File: config.mk
export PLATFORM = sky130hd
export DESIGN_NAME = ra_16bit
export DESIGN_NICKNAME = d
export VERILOG_FILES = /design/src/rtl/ra_16bit.sv
export SDC_FILE = /design/constraint.sdc
export NUM_CORES = 1
export LEC_CHECK = 0
export CAP_MARGIN = 5
export CORE_ASPECT_RATIO = 1.2
export CORE_MARGIN = 3
export CORE_UTILIZATION = 35
export CTS_CLUSTER_SIZE = 25
export DETAILED_ROUTE_END_ITERATION = 16
export PLACE_DENSITY = 0.76
export SLEW_MARGIN = 20
export SYNTH_ARGS = -nofsm -noshare
export SYNTH_HDL_FRONTEND = slang
export SYNTH_SLANG_ARGS = --single-unit
File: constraint.sdc
create_clock -name clk -period 0.8 [get_ports clk]
set_clock_uncertainty 0.2 [all_clocks]
set_input_delay 0.16 -clock clk [delete_from_list [all_inputs] [get_ports clk]]
set_output_delay 0.16 -clock clk [all_outputs]
set_load 0.005 [all_outputs]
File: src/rtl/ra_16bit.sv
// 16-bit ripple-carry add/subtract unit with a registered result and
// signed-overflow flag; one result per clock, one cycle of latency.

module ra_fa_cell (
    input  logic a,
    input  logic b,
    input  logic cin,
    output logic sum,
    output logic cout
);

    assign sum  = a ^ b ^ cin;
    assign cout = (a & b) | (a & cin) | (b & cin);

endmodule

module ra_16bit (
    input  logic clk,
    input  logic rst_n,
    input  logic A0,
    input  logic A1,
    input  logic A2,
    input  logic A3,
    input  logic A4,
    input  logic A5,
    input  logic A6,
    input  logic A7,
    input  logic A8,
    input  logic A9,
    input  logic A10,
    input  logic A11,
    input  logic A12,
    input  logic A13,
    input  logic A14,
    input  logic A15,
    input  logic B0,
    input  logic B1,
    input  logic B2,
    input  logic B3,
    input  logic B4,
    input  logic B5,
    input  logic B6,
    input  logic B7,
    input  logic B8,
    input  logic B9,
    input  logic B10,
    input  logic B11,
    input  logic B12,
    input  logic B13,
    input  logic B14,
    input  logic B15,
    input  logic SUB,
    output logic C0,
    output logic C1,
    output logic C2,
    output logic C3,
    output logic C4,
    output logic C5,
    output logic C6,
    output logic C7,
    output logic C8,
    output logic C9,
    output logic C10,
    output logic C11,
    output logic C12,
    output logic C13,
    output logic C14,
    output logic C15,
    output logic OVF
);

    logic [15:0] a;
    logic [15:0] b;
    logic [15:0] b_eff;
    logic [15:0] sum;
    logic [16:0] carry;
    logic [15:0] c_q;
    logic        ovf_q;

    assign a = {A15, A14, A13, A12, A11, A10, A9, A8,
                A7, A6, A5, A4, A3, A2, A1, A0};
    assign b = {B15, B14, B13, B12, B11, B10, B9, B8,
                B7, B6, B5, B4, B3, B2, B1, B0};

    // Subtract is A + ~B + 1: invert B and inject SUB as carry-in.
    assign b_eff    = b ^ {16{SUB}};
    assign carry[0] = SUB;

    for (genvar i = 0; i < 16; i++) begin : g_cell
        ra_fa_cell u_cell (
            .a    (a[i]),
            .b    (b_eff[i]),
            .cin  (carry[i]),
            .sum  (sum[i]),
            .cout (carry[i+1])
        );
    end

    always_ff @(posedge clk or negedge rst_n) begin
        if (!rst_n) begin
            c_q   <= 16'h0000;
            ovf_q <= 1'b0;
        end else begin
            c_q   <= sum;
            ovf_q <= carry[15] ^ carry[16];
        end
    end

    assign {C15, C14, C13, C12, C11, C10, C9, C8,
            C7, C6, C5, C4, C3, C2, C1, C0} = c_q;
    assign OVF = ovf_q;

endmodule

==> flow_metrics.tcl <==
set metrics [dict create \
    outcome "complete, but fails checks" \
    violations "hold timing, setup timing" \
    grt_max_degree 18 \
    synth.area.mux_share 0.01106 \
    io-pin-count 52 \
    ys_seq_area_frac 0.4177 \
    crit_start "B0" \
    fin_setup_tns_ns -47.86 \
    rsz0062_at_grt "yes" \
    grt_overflow 0 \
    core_um2 2653 \
    cts_buffers 3 \
    cts.sinks 17 \
    syn_nets 129 \
    synth_compound_area_frac 0 \
    gp_congestion 0.7671 \
    syn_avg_cell_area_um2 12.89 \
    place_inst 167 \
    synth_common_cells "27 x inv_1, 17 x dfrtp_1, 15 x fa_1" \
    synthSimpleGateAreaFrac 0 \
    crit_slowest_cell "fa_2" \
    final_antenna_net_count 0 \
    synth_top_family_by_area "adder cells" \
    slowest_delay_ns 0.55 \
    worstPathArrival_ns 5.68 \
    worst_pin_slew_ns 0.2436 \
    drtIter0Drc 7 \
    netlist.area_leader.share 0.4177 \
    slew_headroom 0.8364 \
    endpoint_kind "flop" \
    worstSetupPathType "input port to flop" \
    diodes 0 \
    cts_tree "done" \
    finalMaxSlewViolations 0 \
    synth_fa_ha_area_frac 0.2948 \
    cap_viol_max_count 0 \
    root_buffer "clkbuf_4" \
    synth.distinct_cells 8 \
    clock_path_buffers 2 \
    start_util 0.3840 \
    dpl_worst_slack_ns -5.749 \
    synthesis.area_um2 1018 \
    layout.nets 189 \
    critical_path.max_fanout 2 \
    postCtsSetupRepairBufs 0 \
    vias_per_cell 3.936 \
    cp_common_cell "fa_2" \
    setup_viol 33 \
    wl_per_cell_um 11.05 \
    finalCritPeriodShare 7.128 \
    yosys-top-cells-area "dfrtp_1 42%, fa_1 29%, xnor2_1 11%, inv_1 10%, xor2_1 3.4%" \
    area_growth_pct 55.90 \
    grt_usage 0.1141 \
    crit_chain "buf_6 -> mux2_4 -> fa_2 -> fa_2 -> inv_2 -> fa_2 -> fa_2 -> fa_2 -> fa_2 -> fa_2 -> fa_2 -> fa_2 -> fa_2 -> fa_2 -> fa_2 -> fa_2 -> fa_2 -> fa_2 -> inv_2" \
    final_area_um2 1588 \
    netlist_instances 79 \
    path_clk_slew_ns 0.09 \
    num_rows 20 \
    layout-drive-gt1-share 0.4275 \
    die_w_um 55.25 \
    dpl.hpwl_um 1768 \
    fmax_mhz 175.4 \
    routed_wl_um 1890 \
    num_vias 673 \
    synthArstFlopShare 1.000 \
    placed_area_um2 1639 \
    yosysTopAreaCell "dfrtp_1" \
    drcViolationCount 0 \
    synth-edff-count 0 \
    portBuffers 51 \
    cellPowerDensity_nw_per_um2 1674 \
    hp-class "input port to flop" \
    period_needed_ns 5.702 \
    synthXorXnorAreaFrac 0.1462 \
    dieArea_um2 3596 \
    p_leak_nw 0.7438 \
    dr.pass1.iters 2 \
    setup_ws_ns -4.902 \
    yosysWarningCount 0 \
    hold_violations 1 \
    ys_ff_latch 17 \
    grt_antenna_before_repair 0 \
    grt_pass1_vias 761 \
    start_kind "input port" \
    fin_cells 171 \
    synth_flop_cell "dfrtp_1" \
    fp.dieH_um 65.09 \
    hp-start "B0" \
    htree_levels 1 \
    grt_pass1_wl_um 3201 \
    synth_most_common_cell "inv_1" \
    hold_ws_ns -0.05636 \
    cp.required_ns 0.78 \
    vdd_drop_max_v 0.0009379 \
]
[final timing paths]
check	endpoint	slack (ns)	cells past startpoint
max	c_q[15]$_DFF_PN0_	-4.90	19
min	c_q[0]$_DFF_PN0_	-0.06	3
min in group asynchronous	c_q[13]$_DFF_PN0_	0.01	2
max in group asynchronous	c_q[0]$_DFF_PN0_	0.28	2
[layer usage]
metal / routed length, um / vias up / share of wire / GRT usage
li1: - / 324 / - / -
met1: 624 / 326 / 0.33 / 0.1269
met2: 1133 / 21 / 0.60 / 0.2056
met3: 107 / 2 / 0.057 / 0.01965
met4: 24 / 0 / 0.013 / 0.06383
met5: 0 / - / 0 / 0
[power by group]
group          total (mW)  internal (mW)  switching, mW
Clock               0.416          0.185          0.230
Sequential           1.14           1.10         0.0443
Combinational        1.10          0.613          0.488
Total                2.66           1.90          0.762
[what timing repair did]
item | in CTS | in global routing
resized for setup | 98 | 6
pin swaps | 4 | 1
setup endpoints to repair | 34 | 33
endpoints found under the hold margin | 1 | 1
[flip-flops by register name, indices dropped and copies added, names as in the netlist]
name / flops
OVF: 1
c_q: 16
[final cells by class]
type	instances	area (um^2)
tap	33	41.29
clock buffer	3	22.52
fill	243	1065
timing repair buffer	57	475.5
inverter	27	101.3
sequential	17	425.4
multi-input combinational	33	516.7
clock inverter	1	5.005
[kinds of logic (layout without fill, tap and decap cells)]
kind of cell | Yosys count | in the layout
flip-flops | 17 | 17
buffers and inverters | 29 | 88
multiplexers | 1 | 1
adder cells (fa/ha/maj) | 15 | 15
XOR/XNOR | 17 | 17
[worst max-delay path: cells and delay by family]
kind	cells	cell delay, ns
multiplexers	1	0.20
adder cells (fa/ha/maj)	15	5.18
buffers and inverters	3	0.16
[layout by cell type, fill, tap and decap left out]
cell type,synthesis,final
inv_2,0,10
buf_8,0,1
dlygate4sd2_1,0,3
fa_2,0,15
buf_6,1,1
mux2_4,0,1
clkinv_2,0,1
clkbuf_4,0,3
dfrtp_1,17,17
inv_1,27,17
buf_2,0,19
buf_12,1,1
buf_4,0,5
xor2_2,0,2
xor2_1,4,2
xnor2_1,13,13
clkdlybuf4s50_1,0,27
[per-stage QoR]
stage / power [mW] / utilization
final: 2.658 / 0.5986
after floorplan: 1.660 / -
after CTS: 2.670 / 0.5943
after global placement: 2.430 / 0.6179
after global routing: 2.901 / 0.5986
after detailed placement: 2.480 / 0.6179
Power figures use the tool's default switching activity.
